<file path="config.mk">
export PLATFORM = sky130hd
export DESIGN_NAME = tx_arbiter_flat
export DESIGN_NICKNAME = d
export VERILOG_FILES = /design/src/rtl/tx_arbiter_if.sv /design/src/rtl/tx_arbiter.sv /design/src/flat_wrapper.sv
export SDC_FILE = /design/constraint.sdc
export NUM_CORES = 1
export LEC_CHECK = 0
export BUFFER_PORTS_ARGS = -buffer_cell sky130_fd_sc_hd__buf_2
export CORE_UTILIZATION = 30
export CTS_CLUSTER_DIAMETER = 100
export CTS_CLUSTER_SIZE = 25
export DETAILED_ROUTE_END_ITERATION = 10
export HOLD_SLACK_MARGIN = 0.05
export PLACE_DENSITY = 0.71
export SLEW_MARGIN = 20
export SYNTH_ARGS = -nofsm -noshare
export SYNTH_HDL_FRONTEND = slang
export SYNTH_SLANG_ARGS = --single-unit
</file>
<file path="constraint.sdc">
create_clock -name clk -period 1.8 [get_ports clk]
set_input_delay 0.36 -clock clk [delete_from_list [all_inputs] [get_ports clk]]
set_output_delay 0.36 -clock clk [all_outputs]
set_load 0.01 [all_outputs]
</file>
<file path="src/rtl/tx_arbiter_if.sv">
// tx_arbiter_if: requester-side and serdes-side bundles for tx_arbiter.
interface tx_arbiter_req_if #(
    parameter int NSHIFT      = 2,
    parameter int TX_CMD_BITS = 2
);
    logic                   cmd_valid;
    logic [TX_CMD_BITS-1:0] cmd;
    logic                   reply_wanted;
    logic [NSHIFT-1:0]      data;
    logic                   started;
    logic                   data_next;
    logic                   tx_done;
    logic                   rx_data_valid;
    logic                   rx_done;
    modport master (
        output cmd_valid, cmd, reply_wanted, data,
        input  started, data_next, tx_done, rx_data_valid, rx_done
    );
    modport slave (
        input  cmd_valid, cmd, reply_wanted, data,
        output started, data_next, tx_done, rx_data_valid, rx_done
    );
endinterface

interface tx_arbiter_tx_if #(
    parameter int NSHIFT      = 2,
    parameter int TX_CMD_BITS = 2
);
    logic                   tx_command_valid;
    logic [TX_CMD_BITS-1:0] tx_command;
    logic                   tx_reply_wanted;
    logic [NSHIFT-1:0]      tx_data;
    logic                   tx_command_started;
    logic                   tx_data_next;
    logic                   tx_done;
    logic                   rx_data_valid;
    logic                   rx_done;
    modport master (
        output tx_command_valid, tx_command, tx_reply_wanted, tx_data,
        input  tx_command_started, tx_data_next, tx_done, rx_data_valid, rx_done
    );
    modport slave (
        input  tx_command_valid, tx_command, tx_reply_wanted, tx_data,
        output tx_command_started, tx_data_next, tx_done, rx_data_valid, rx_done
    );
endinterface

</file>
<file path="src/rtl/tx_arbiter.sv">
// tx_arbiter: shares the serial TX command channel between prefetch (pf) and scheduler (sc), routing RX replies in order.
module tx_arbiter #(
    parameter int NSHIFT          = 2,
    parameter int TX_CMD_BITS     = 2,
    parameter int MAX_OUTSTANDING = 2
) (
    input  logic            clk,
    input  logic            reset,
    input  logic            sc_reserve,
    tx_arbiter_req_if.slave pf,
    tx_arbiter_req_if.slave sc,
    tx_arbiter_tx_if.master tx,
    output logic            reply_underflow
);
    localparam int PW = MAX_OUTSTANDING > 1 ? $clog2(MAX_OUTSTANDING) : 1;
    localparam int CW = $clog2(MAX_OUTSTANDING + 1);
    localparam logic [PW-1:0] LAST_PTR = PW'(MAX_OUTSTANDING - 1);
    localparam logic [CW-1:0] FULL_CNT = CW'(MAX_OUTSTANDING);

    typedef enum logic {IDLE, BUSY} state_t;

    state_t        r_state, w_next;
    logic          r_owner, r_last, r_underflow;
    logic          r_fifo [MAX_OUTSTANDING];
    logic [PW-1:0] r_wr, r_rd;
    logic [CW-1:0] r_count;
    logic          w_cand, w_cand_valid, w_sel, w_valid, w_start, w_push, w_pop;
    logic          w_empty, w_head, w_busy, w_rw;

    // owner encoding: 0 = pf, 1 = sc
    always_comb begin
        w_busy       = r_state == BUSY;
        w_cand       = sc_reserve | (sc.cmd_valid & (~pf.cmd_valid | ~r_last));
        w_cand_valid = w_cand ? sc.cmd_valid : pf.cmd_valid;
        w_valid      = ~w_busy & w_cand_valid & (r_count != FULL_CNT);
        w_sel        = w_busy ? r_owner : w_cand;
        w_rw         = w_sel ? sc.reply_wanted : pf.reply_wanted;
        w_start      = w_valid & tx.tx_command_started;
        w_push       = w_start & w_rw;
        w_empty      = r_count == '0;
        w_head       = r_fifo[r_rd];
        w_pop        = tx.rx_done & ~w_empty;
        w_next       = w_start ? BUSY : (w_busy & tx.tx_done) ? IDLE : r_state;
    end

    assign tx.tx_command_valid = w_valid;
    assign tx.tx_command       = w_sel ? sc.cmd : pf.cmd;
    assign tx.tx_reply_wanted  = w_rw;
    assign tx.tx_data          = w_busy ? (r_owner ? sc.data : pf.data) : '0;
    assign pf.started          = w_start & ~w_cand;
    assign sc.started          = w_start & w_cand;
    assign pf.data_next        = w_busy & ~r_owner & tx.tx_data_next;
    assign sc.data_next        = w_busy & r_owner & tx.tx_data_next;
    assign pf.tx_done          = w_busy & ~r_owner & tx.tx_done;
    assign sc.tx_done          = w_busy & r_owner & tx.tx_done;
    assign pf.rx_data_valid    = tx.rx_data_valid & ~w_empty & ~w_head;
    assign sc.rx_data_valid    = tx.rx_data_valid & ~w_empty & w_head;
    assign pf.rx_done          = tx.rx_done & ~w_empty & ~w_head;
    assign sc.rx_done          = tx.rx_done & ~w_empty & w_head;
    assign reply_underflow     = r_underflow;

    always_ff @(posedge clk) begin
        if (reset) r_state <= IDLE;
        else       r_state <= w_next;
    end

    always_ff @(posedge clk) begin
        if (reset) begin
            r_owner     <= 1'b0;
            r_last      <= 1'b0;
            r_wr        <= '0;
            r_rd        <= '0;
            r_count     <= '0;
            r_underflow <= 1'b0;
        end else begin
            if (w_start) begin
                r_owner <= w_cand;
                r_last  <= w_cand;
            end
            if (w_push) r_wr <= r_wr == LAST_PTR ? '0 : r_wr + 1'b1;
            if (w_pop)  r_rd <= r_rd == LAST_PTR ? '0 : r_rd + 1'b1;
            r_count <= r_count + CW'(w_push) - CW'(w_pop);
            if ((tx.rx_done | tx.rx_data_valid) & w_empty) r_underflow <= 1'b1;
        end
    end

    always_ff @(posedge clk) begin
        if (w_push) r_fifo[r_wr] <= w_cand;
    end
endmodule
</file>
<file path="src/flat_wrapper.sv">
// flat-port wrapper written by rule: the top's interface ports become plain ports
module tx_arbiter_flat 
#(
    parameter int NSHIFT          = 2,
    parameter int TX_CMD_BITS     = 2,
    parameter int MAX_OUTSTANDING = 2
)
  (clk, reset, sc_reserve, reply_underflow, pf_cmd_valid, pf_cmd, pf_reply_wanted, pf_data, pf_started, pf_data_next, pf_tx_done, pf_rx_data_valid, pf_rx_done, sc_cmd_valid, sc_cmd, sc_reply_wanted, sc_data, sc_started, sc_data_next, sc_tx_done, sc_rx_data_valid, sc_rx_done, tx_tx_command_valid, tx_tx_command, tx_tx_reply_wanted, tx_tx_data, tx_tx_command_started, tx_tx_data_next, tx_tx_done, tx_rx_data_valid, tx_rx_done);
  tx_arbiter_req_if #(.NSHIFT(NSHIFT), .TX_CMD_BITS(TX_CMD_BITS)) pf_i ();
  tx_arbiter_req_if #(.NSHIFT(NSHIFT), .TX_CMD_BITS(TX_CMD_BITS)) sc_i ();
  tx_arbiter_tx_if #(.NSHIFT(NSHIFT), .TX_CMD_BITS(TX_CMD_BITS)) tx_i ();
  input  logic clk;
  input  logic reset;
  input  logic sc_reserve;
  output logic reply_underflow;
  input wire logic [$bits(pf_i.cmd_valid)-1:0] pf_cmd_valid;
  input wire logic [$bits(pf_i.cmd)-1:0] pf_cmd;
  input wire logic [$bits(pf_i.reply_wanted)-1:0] pf_reply_wanted;
  input wire logic [$bits(pf_i.data)-1:0] pf_data;
  output wire logic [$bits(pf_i.started)-1:0] pf_started;
  output wire logic [$bits(pf_i.data_next)-1:0] pf_data_next;
  output wire logic [$bits(pf_i.tx_done)-1:0] pf_tx_done;
  output wire logic [$bits(pf_i.rx_data_valid)-1:0] pf_rx_data_valid;
  output wire logic [$bits(pf_i.rx_done)-1:0] pf_rx_done;
  input wire logic [$bits(sc_i.cmd_valid)-1:0] sc_cmd_valid;
  input wire logic [$bits(sc_i.cmd)-1:0] sc_cmd;
  input wire logic [$bits(sc_i.reply_wanted)-1:0] sc_reply_wanted;
  input wire logic [$bits(sc_i.data)-1:0] sc_data;
  output wire logic [$bits(sc_i.started)-1:0] sc_started;
  output wire logic [$bits(sc_i.data_next)-1:0] sc_data_next;
  output wire logic [$bits(sc_i.tx_done)-1:0] sc_tx_done;
  output wire logic [$bits(sc_i.rx_data_valid)-1:0] sc_rx_data_valid;
  output wire logic [$bits(sc_i.rx_done)-1:0] sc_rx_done;
  output wire logic [$bits(tx_i.tx_command_valid)-1:0] tx_tx_command_valid;
  output wire logic [$bits(tx_i.tx_command)-1:0] tx_tx_command;
  output wire logic [$bits(tx_i.tx_reply_wanted)-1:0] tx_tx_reply_wanted;
  output wire logic [$bits(tx_i.tx_data)-1:0] tx_tx_data;
  input wire logic [$bits(tx_i.tx_command_started)-1:0] tx_tx_command_started;
  input wire logic [$bits(tx_i.tx_data_next)-1:0] tx_tx_data_next;
  input wire logic [$bits(tx_i.tx_done)-1:0] tx_tx_done;
  input wire logic [$bits(tx_i.rx_data_valid)-1:0] tx_rx_data_valid;
  input wire logic [$bits(tx_i.rx_done)-1:0] tx_rx_done;
  assign pf_i.cmd_valid = pf_cmd_valid;
  assign pf_i.cmd = pf_cmd;
  assign pf_i.reply_wanted = pf_reply_wanted;
  assign pf_i.data = pf_data;
  assign pf_started = pf_i.started;
  assign pf_data_next = pf_i.data_next;
  assign pf_tx_done = pf_i.tx_done;
  assign pf_rx_data_valid = pf_i.rx_data_valid;
  assign pf_rx_done = pf_i.rx_done;
  assign sc_i.cmd_valid = sc_cmd_valid;
  assign sc_i.cmd = sc_cmd;
  assign sc_i.reply_wanted = sc_reply_wanted;
  assign sc_i.data = sc_data;
  assign sc_started = sc_i.started;
  assign sc_data_next = sc_i.data_next;
  assign sc_tx_done = sc_i.tx_done;
  assign sc_rx_data_valid = sc_i.rx_data_valid;
  assign sc_rx_done = sc_i.rx_done;
  assign tx_tx_command_valid = tx_i.tx_command_valid;
  assign tx_tx_command = tx_i.tx_command;
  assign tx_tx_reply_wanted = tx_i.tx_reply_wanted;
  assign tx_tx_data = tx_i.tx_data;
  assign tx_i.tx_command_started = tx_tx_command_started;
  assign tx_i.tx_data_next = tx_tx_data_next;
  assign tx_i.tx_done = tx_tx_done;
  assign tx_i.rx_data_valid = tx_rx_data_valid;
  assign tx_i.rx_done = tx_rx_done;
  tx_arbiter #(.NSHIFT(NSHIFT), .TX_CMD_BITS(TX_CMD_BITS), .MAX_OUTSTANDING(MAX_OUTSTANDING)) u_core (.clk(clk), .reset(reset), .sc_reserve(sc_reserve), .pf(pf_i), .sc(sc_i), .tx(tx_i), .reply_underflow(reply_underflow));
endmodule
</file>
Word-level counts from Yosys, hierarchy flattened
Memories as Yosys holds them, arrays and structs flattened. A register that Yosys moved wholly into a read port is not among the register bits.
Cells that the tools add are included.
{"block": "totals", "mem_count": 1, "output_inout_bits": 17, "ramBits": 2, "elab_cells": 58, "input_bits": 20, "ff_bits": 7}
{"memory": "u_core.r_fifo", "depth": 2, "width": 1, "read_ports": 1, "rd_clocked_by_memory_dff": 1, "write_ports": 1, "line": "tx_arbiter.sv:24", "text": "logic r_fifo [MAX_OUTSTANDING];"}
{"block": "op_classes", "n_eq_ne": 1, "addsub": 4, "mux": 14, "bitwise_logic": 30, "n_reduce_logical": 2}
{"cell": "AND 1 bit", "n": 21}
{"cell": "two-way mux 1 bit", "n": 11}
{"cell": "two-way mux 2 bit", "n": 3}
{"cell": "inverter 1 bit", "n": 6}
{"cell": "OR 1 bit", "n": 3}
{"cell": "adder 1 bit (second input constant)", "n": 2}
{"cell": "adder 2 x 1 -> 2 bit", "n": 1}
{"cell": "logical NOT 2 bit", "n": 1}
{"cell": "!= test 2 bit (second input constant)", "n": 1}
{"cell": "nonzero test 2 bit", "n": 1}
{"cell": "subtractor 2 x 1 -> 2 bit", "n": 1}

Depth between registers and ports, before layout
Gate-level depths: netlist of run 1.
{"block": "depth", "depth_word": 11, "mapped_depth": 6, "depth_no_buf": 6}

Worst setup path before layout of run 1
No wires, ideal clock.
{"block": "synth_path", "path_type": "register -> register", "start": "register u_core.r_state", "end": "memory u_core.r_fifo[0], enable pin", "n_path_buf": 0, "slack_ns": 0.025, "period_less_slack_ns": 1.775, "t_arrival_ns": 1.476, "setup_time_ns": 0.300, "path_stages_with_launch": 5, "t_required_ns": 1.500, "cell_sequence": "dfxtp_1 > mux2_4 > a311o_1 > a21oi_1 > nor2b_1"}
{"block": "synth_via", "elab_chain_cells": 7, "elab_cells_between_ends": 9, "cone_classes": "mux: 4; bitwise: 5"}
{"item": "start: declaration", "line": "tx_arbiter.sv:22", "text": "state_t r_state, w_next;"}
{"item": "start signal: assignment", "line": "tx_arbiter.sv:64", "text": "else r_state <= w_next;"}
{"item": "inverter 1 bit", "line": "tx_arbiter.sv:35", "text": "w_valid = ~w_busy & w_cand_valid & (r_count != FULL_CNT);"}
{"item": "AND 1 bit (2 in a row)", "line": "tx_arbiter.sv:35"}
{"item": "AND 1 bit", "line": "tx_arbiter.sv:38", "text": "w_start = w_valid & tx.tx_command_started;"}
{"item": "AND 1 bit *", "line": "tx_arbiter.sv:39", "text": "w_push = w_start & w_rw;"}
{"item": "two-way mux 1 bit *", "line": "tx_arbiter.sv:88", "text": "if (w_push) r_fifo[r_wr] <= w_cand;"}
{"item": "two-way mux 1 bit (implied by the code) *", "line": "tx_arbiter.sv:88"}
{"item": "end: declaration", "line": "tx_arbiter.sv:24"}
Mark *: on every way between the ends. The rest lies on a longest branch, timed or not.

Worst setup path in the final report of run 1
{"block": "layout_path", "start": "register u_core.r_owner", "end": "output port tx_tx_command[0]"}
{"block": "layout_via", "elab_chain_cells": 6}
{"item": "start: declaration", "line": "tx_arbiter.sv:23", "text": "logic r_owner, r_last, r_underflow;"}
{"item": "start signal: assignment", "line": "tx_arbiter.sv:77", "text": "r_owner <= w_cand;"}
{"item": "inverter 1 bit"}
{"item": "OR 1 bit"}
{"item": "AND 1 bit"}
{"item": "OR 1 bit"}
{"item": "two-way mux 1 bit *", "line": "tx_arbiter.sv:36", "text": "w_sel = w_busy ? r_owner : w_cand;"}
{"item": "two-way mux 2 bit *", "line": "tx_arbiter.sv:47", "text": "assign tx.tx_command = w_sel ? sc.cmd : pf.cmd;"}
{"item": "end: declaration", "line": "flat_wrapper.sv:35", "text": "output wire logic [$bits(tx_i.tx_command)-1:0] tx_tx_command;"}
Marked as above.

==> impl_metrics.py, run 1 <==
metrics = {
    "hold_path": {
        "hold_path_depth": 2,
        "min_path_type": "primary input to flip-flop",
    },
    "logic_synthesis": {
        "ys_ff_latch": 10,
        "yosysWarnings": 0,
        "ys.flop_type": "dfxtp_1",
        "syn-num-nets": 95,
        "synth.distinct_cells": 26,
        "avgSynthCellArea_um2": 8.42,
        "ys_top_cells_by_area": "dfxtp_1 (26%), nor2_1 (10%), edfxtp_1 (9.6%)",
        "synthArstFlopShare_pct": 0,
        "netlist_area_um2": 623,
        "synth_edf_count": 2,
        "seq_area_frac_synth_pct": 35.3,
        "syn_inst": 74,
        "synth_top_area_share_pct": 25.7,
        "yosys.area.top_type": "dfxtp_1",
    },
    "floorplan": {
        "initial_core_util_pct": 31.8,
        "coreArea_um2": 1960,
        "dieHeight_um": 47.6,
        "rows": 16,
        "io_pins": 37,
        "die_area_um2": 2260,
        "die_x_um": 47.6,
    },
    "power": {
        "power.internal_mw": 0.612,
        "seqPwrFrac_pct": 34.6,
        "sw_frac_of_total_pct": 36.5,
        "power_density_nw_per_um2": 921,
        "leakage_nw": 0.524,
        "switchingPower_mw": 0.352,
        "vdd_drop_max_mv": 0.381,
        "pwr-share-clk_pct": 16.5,
        "p_comb_share_pct": 48.9,
        "p_total_mw": 0.964,
    },
    "routing": {
        "first_pass_iters": 4,
        "wire_per_inst_um": 12.1,
        "first_iter_violations": 6,
        "vias": 725,
        "wl_mm": 1.86,
        "ant_nets": 0,
        "vias_per_cell": 4.74,
        "drt_drc_violations_left": 0,
    },
    "placed_design": {
        "dp_slack_ns": -0.0769,
        "hpwl_mm": 1.26,
        "dp.cells": 145,
        "port_buffers": 36,
        "place_congestion": 0.742,
    },
    "clocking": {
        "clock_sinks": 10,
        "clk_pin_slew_ns": 0.07,
        "cts_made_buffers": 3,
        "hold_buffers": 0,
        "ctsLongestPathBuffers": 2,
        "insertion_delay_ns": 0.26,
        "htree_num_levels": 1,
        "cts-root-buf": "clkbuf_4",
        "cts_tree": "yes",
    },
    "layout": {
        "diodes": 0,
        "fin_nets": 148,
        "drive_gt1_share_pct": 55.6,
        "final_cells": 153,
        "area_growth_pct": 67.9,
        "final_core_util_pct": 53.3,
    },
    "grt": {
        "grt_usage_pct": 15.5,
        "grt_start_max_net_pins": 9,
        "antenna_found_initial": 0,
        "grt_pass1_vias": 646,
        "grt_pass1_wl_mm": 2.48,
        "grt-ovfl-total": 0,
    },
    "job": {
        "drv_cap": 0,
    },
    "setup_path": {
        "cpPeakStageDelay_ns": 0.37,
        "reg2reg_depth": 6,
        "worstSetupStartpointType": "flip-flop",
        "cp.arrival_ns": 1.52,
        "crit_fanout": 4,
        "cp_slowest_cell": "dfxtp_4",
        "cp-end-kind": "output pin",
        "path_cells": "a21boi_4 -> nor2_4 -> a21oi_4 -> mux2_4 -> buf_6",
        "critical_path_class": "flip-flop to output pin",
        "critPathRequiredTime_ns": 1.44,
    },
    "timing": {
        "period_needed_ns": 1.88,
        "hold_viol_final": 0,
        "final_max_slew_viol_count": 0,
        "hold_ws_ns": 0.370,
        "setup_violations": 3,
        "fin_ws_ns": -0.0782,
        "timing.final.crit_share_pct": 104,
        "tightest_slew_ns": 0.301,
        "rsz0062_at_grt": "true",
        "relSlewSlack_pct": 79.6,
        "timing.fmax_ghz": 0.532,
        "fin_worst_skew_ns": 0.00192,
    },
    "outcome": {
        "violations": "setup timing",
        "status": "complete, but fails checks",
    },
}
routing by layer:
metal / global-route usage [%] / routed length, um / part of all wire, % / vias up
li1: - / - / - / 360
met1: 17.1 / 704 / 38 / 335
met2: 29.9 / 1040 / 56 / 28
met3: 2.26 / 104 / 5.6 / 2
met4: 5.00 / 8 / 0.43 / 0
met5: 0 / 0 / 0 / -
power groups by stage:
stage               Sequential (mW)  Combinational (mW)  Clock, mW
floorplan                     0.323               0.262          0
global placement              0.326               0.386          0
detailed placement            0.330               0.398          0
CTS                           0.328               0.409      0.163
global route                  0.343               0.518      0.176
finish                        0.333               0.471      0.159
worst max-delay path, delay by kind of cell, from the launching register on:
| family | cells | cell delay [ns] |
|---|---|---|
| AO/OA/AOI/OAI | 2 | 0.37 |
| buffers and inverters | 1 | 0.12 |
| flip-flops | 1 | 0.37 |
| multiplexers | 1 | 0.32 |
| AND/OR/NAND/NOR | 1 | 0.07 |
registers in the layout, summed over array words and instances (netlist names), named ones only:
name / flops
u_core.r_count: 2
u_core.r_fifo: 2
u_core.r_owner: 1
u_core.r_rd: 1
u_core.r_state: 1
u_core.r_wr: 1
u_core.reply_underflow: 1
final cells by class:
| class | count | area, um^2 |
|---|---|---|
| repair buffers | 50 | 302 |
| well taps | 27 | 33.8 |
| inverters | 5 | 18.8 |
| multi-input cells | 57 | 440 |
| fillers | 199 | 916 |
| flip-flops and latches | 10 | 225 |
| clock buffers | 3 | 22.5 |
| clock inverters | 1 | 3.75 |
per-stage QoR:
step	setup TNS [ns]	cell area [um^2]
5_1_grt	-0.456	1050
4_1_cts	-0.0778	945
6_report	-0.227	1050
2_1_floorplan	0	623
3_3_place_gp	-0.102	897
3_5_place_dp	-0.292	897
worst paths after layout:
kind | start | endpoint | slack, ns
setup reg to reg | u_core.r_state$_SDFFE_PP0P_ | u_core.r_count[1]$_SDFF_PP0_ | 0.07
hold / removal | reset | u_core.r_state$_SDFFE_PP0P_ | 0.37
setup / recovery | u_core.r_owner$_SDFFE_PP0P_ | tx_tx_command[0] | -0.08
hold reg to reg | u_core.reply_underflow$_SDFFE_PP0P_ | u_core.reply_underflow$_SDFFE_PP0P_ | 0.48
Yosys cell counts, types with 2 or more instances:
cell,number
a21oi_1,4
and2_1,3
and3_1,2
dfxtp_1,8
edfxtp_1,2
inv_1,5
mux2_2,3
mux2i_1,3
nand2_1,2
nand2b_1,3
nor2_1,17
nor2b_1,3
nor3_1,3
o21ai_0,2
xnor2_1,2
xor2_1,2
timing repair:
action                     CTS  global route
pin swaps                    3             4
setup endpoints to repair    5             8
setup buffers                1             3
gates resized for setup      7            16
kinds of logic after synthesis:
| kind of cell | after synthesis | synth area share, % |
|---|---|---|
| buffers and inverters | 7 | 5.42 |
| AND/OR/NAND/NOR | 33 | 24.9 |
| adder cells (fa/ha/maj) | 1 | 2.01 |
| multiplexers | 7 | 12.6 |
| flip-flops | 10 | 35.3 |
| AO/OA/AOI/OAI | 12 | 14.1 |
| XOR/XNOR | 4 | 5.62 |
cells in the final DEF (no fill, tap or decap), types with 2 or more instances in the layout:
cell / instances
dfxtp_1: 6
buf_2: 34
xor2_1: 2
xnor2_1: 2
nor2_2: 2
nand2b_1: 2
buf_6: 3
nor2b_1: 3
edfxtp_1: 2
nand2_1: 2
mux2i_1: 3
buf_4: 13
o21ai_0: 2
mux2_4: 3
inv_2: 2
clkbuf_4: 3
and3_1: 2
nor2_1: 14
and2_1: 3
nor3_1: 3
a21oi_1: 2
inv_1: 3
No activity file was read; power rests on OpenSTA's default activity.
==> inputs of run 2 (changes only) <==
--- a/config.mk
+++ b/config.mk
@@ -5,13 +5,14 @@
 export SDC_FILE = /design/constraint.sdc
 export NUM_CORES = 1
 export LEC_CHECK = 0
+export ABC_AREA = 1
 export BUFFER_PORTS_ARGS = -buffer_cell sky130_fd_sc_hd__buf_2
 export CORE_UTILIZATION = 30
 export CTS_CLUSTER_DIAMETER = 100
 export CTS_CLUSTER_SIZE = 25
 export DETAILED_ROUTE_END_ITERATION = 10
 export HOLD_SLACK_MARGIN = 0.05
-export PLACE_DENSITY = 0.71
+export PLACE_DENSITY = 0.59
 export SLEW_MARGIN = 20
 export SYNTH_ARGS = -nofsm -noshare
 export SYNTH_HDL_FRONTEND = slang
==> run 2 against run 1 <==
Net effect:
- the flow now finishes without violations
- die area did not move
- clock-buffer cell count rose by 1
- clock skew rose by 0.0046 ns
- largest power group unchanged
- area after synthesis did not move
- worst setup slack improved by 0.12 ns
- critical endpoint unchanged
- cell count rose by 3.3%
- non-clock buffer count fell by 12
- sequential share of layout area rose by 3.4 points
- first-iteration DRC count fell by 83%
- via count fell by 4.7%
==> impl_metrics.py, run 2 <==
metrics = {
    "layout": {
        "fillers": 229,
        "multi_input_area_um2": 360,
        "diodes": 0,
        "final_common_cell": "buf_2",
        "drive_gt1_share_pct": 51.1,
        "area_growth_pct": 45.2,
        "final_cell_mix": "buf_2 (35), nand2_1 (13), nor2_1 (12)",
        "register_area_um2": 225,
        "layout_top_registers": "u_core.r_count (2), u_core.r_fifo (2)",
        "fin_nets": 153,
    },
    "setup_path": {
        "cp.arrival_ns": 1.40,
        "r2r_end": "u_core.r_count[1]$_SDFF_PP0_",
        "reg2reg_depth": 7,
        "r2r_start": "u_core.r_count[1]$_SDFF_PP0_",
        "cp-end-kind": "output pin",
        "r2r_slack_ns": 0.24,
        "crit_fanout": 6,
        "critPathRequiredTime_ns": 1.44,
        "critical_path_class": "flip-flop to output pin",
        "worstSetupStartpointType": "flip-flop",
    },
    "floorplan": {
        "die_x_um": 47.6,
        "io_pins": 37,
        "rows": 16,
        "coreArea_um2": 1960,
        "initial_core_util_pct": 31.8,
        "dieHeight_um": 47.6,
        "die_area_um2": 2260,
    },
    "grt": {
        "grt_start_max_net_pins": 7,
        "grt-ovfl-total": 0,
        "grt_pass1_wl_mm": 2.08,
        "grt_pass1_vias": 551,
        "grt_usage_pct": 12.9,
        "antenna_found_initial": 0,
    },
    "logic_synthesis": {
        "synth_compound_area_share_pct": 12.4,
        "syn-num-nets": 110,
        "avgSynthCellArea_um2": 7.00,
        "synth.most_common_cell": "nand2_1",
        "yosysWarnings": 0,
        "synth_top_family_by_area": "simple AND/OR/NAND/NOR gates",
        "ys.flop_type": "dfxtp_1",
        "synth_xor_xnor_area_share_pct": 1.41,
        "synthArstFlopShare_pct": 0,
        "synth_common_cells": "nand2_1 (16), nor2_1 (13), inv_1 (11)",
        "synth_fa_ha_area_share_pct": 2.01,
        "syn_inst": 89,
        "seq_area_frac_synth_pct": 35.3,
        "ys_top_cells_by_area": "dfxtp_1 (26%), edfxtp_1 (9.6%), nand2_1 (9.6%)",
        "synthSimpleGateAreaFrac_pct": 35.9,
        "synth_mux_area_share_pct": 3.61,
        "yosys.area.top_type": "dfxtp_1",
        "synth_top_area_share_pct": 25.7,
        "synth.distinct_cells": 19,
        "ys_ff_latch": 10,
        "synth_edf_count": 2,
        "netlist_area_um2": 623,
    },
    "power": {
        "p_total_mw": 0.867,
        "leakage_nw": 0.489,
        "vdd_drop_max_mv": 0.356,
        "power_density_nw_per_um2": 959,
    },
    "hold_path": {
        "min_path_type": "primary input to flip-flop",
        "min_to": "u_core.r_state$_SDFFE_PP0P_",
        "worstHoldStart": "reset",
        "hold_path_depth": 2,
    },
    "routing": {
        "vias": 691,
        "first_pass_iters": 2,
        "drt_drc_violations_left": 0,
        "wire_per_inst_um": 8.89,
        "vias_per_cell": 4.37,
        "ant_nets": 0,
        "first_iter_violations": 1,
        "wl_mm": 1.41,
    },
    "timing": {
        "timing.fmax_ghz": 0.569,
        "fin_ws_ns": 0.0427,
        "fin_worst_skew_ns": 0.00652,
        "period_needed_ns": 1.76,
        "final_max_slew_viol_count": 0,
        "hold_viol_final": 0,
        "relSlewSlack_pct": 78.4,
        "rsz0062_at_grt": "true",
        "setup_violations": 0,
        "timing.final.crit_share_pct": 97.6,
        "tightest_slew_ns": 0.320,
    },
    "clocking": {
        "ctsLongestPathBuffers": 2,
        "clk_pin_slew_ns": 0.06,
        "cts-root-buf": "clkbuf_4",
        "htree_num_levels": 1,
        "cts_made_buffers": 3,
        "cts_tree": "yes",
        "clock_sinks": 10,
        "insertion_delay_ns": 0.26,
    },
    "placed_design": {
        "place_congestion": 0.713,
        "hpwl_mm": 1.15,
        "dp_slack_ns": 0.139,
        "port_buffers": 36,
    },
    "outcome": {
        "status": "finished clean",
    },
    "job": {
        "drv_cap": 0,
    },
}
==> run 2: layout make-up <==
class | instances | area share, %
well taps | 27 | 3.73
multi-input cells | 64 | 39.8
inverters | 15 | 6.36
repair buffers | 38 | 22.3
flip-flops and latches | 10 | 24.9
clock buffers | 4 | 2.90
==> run 2: cell families (layout without fill, tap and decap cells) <==
| kind of cell | count (synthesis) | after routing |
|---|---|---|
| AND/OR/NAND/NOR | 45 | 45 |
| AO/OA/AOI/OAI | 15 | 15 |
| buffers and inverters | 15 | 57 |
| flip-flops | 10 | 10 |
| multiplexers | 2 | 2 |
| adder cells (fa/ha/maj) | 1 | 1 |
| XOR/XNOR | 1 | 1 |
==> run 2: repair_timing <==
item,CTS,global route
gates cloned,0,0
resized for setup,5,5
setup endpoints to repair,2,4
pin swaps,1,2
hold buffers,0,0
buffers inserted,0,2
==> run 2: through the flow <==
step                      util [%]  instances  hold WS (ns)  cell area [um^2]  TNS, ns
after floorplan                  -         89         0.425               623        0
after global placement        42.7        152         0.436               837        0
after detailed placement      42.7        152         0.443               837        0
after CTS                     44.7        156         0.302               877        0
after global routing          46.1        158         0.317               905  -0.0157
final                         46.1        158         0.306               905        0
==> run 2: how the worst max path moves through the flow <==
stage / slack, ns / start / end
finish: 0.04 / u_core.r_owner$_SDFFE_PP0P_ / tx_tx_command[0]
global route: -0.01 / u_core.r_owner$_SDFFE_PP0P_ / tx_tx_command[0]
CTS: 0.02 / u_core.r_owner$_SDFFE_PP0P_ / tx_tx_command[0]
detailed placement: 0.14 / pf_cmd_valid / tx_tx_command[0]
global placement: 0.16 / pf_cmd_valid / tx_tx_command[1]
floorplan: 0.38 / u_core.r_owner$_SDFFE_PP0P_ / tx_tx_command[0]
==> run 2: critical path: stages, from the launching register on <==
cell and delay (ns):
dfxtp_4 0.38, nand2_2 0.06, nand2_2 0.09, nand3_2 0.08, nand2_2 0.08, mux2_2 0.34, buf_6 0.12
==> run 2: layer usage <==
layer  vias up  global-route usage (%)  part of all wire, %
li1        366                       -                    -
met1       296                    16.6                   45
met2        29                    22.5                   49
met3         0                    1.13                  6.5
met4         0                    5.00                    0
met5         -                       0                    0
==> run 2: where the power goes <==
part	internal, mW	switching, mW
Sequential	0.282	0.0440
Clock	0.0853	0.0693
Combinational	0.163	0.224
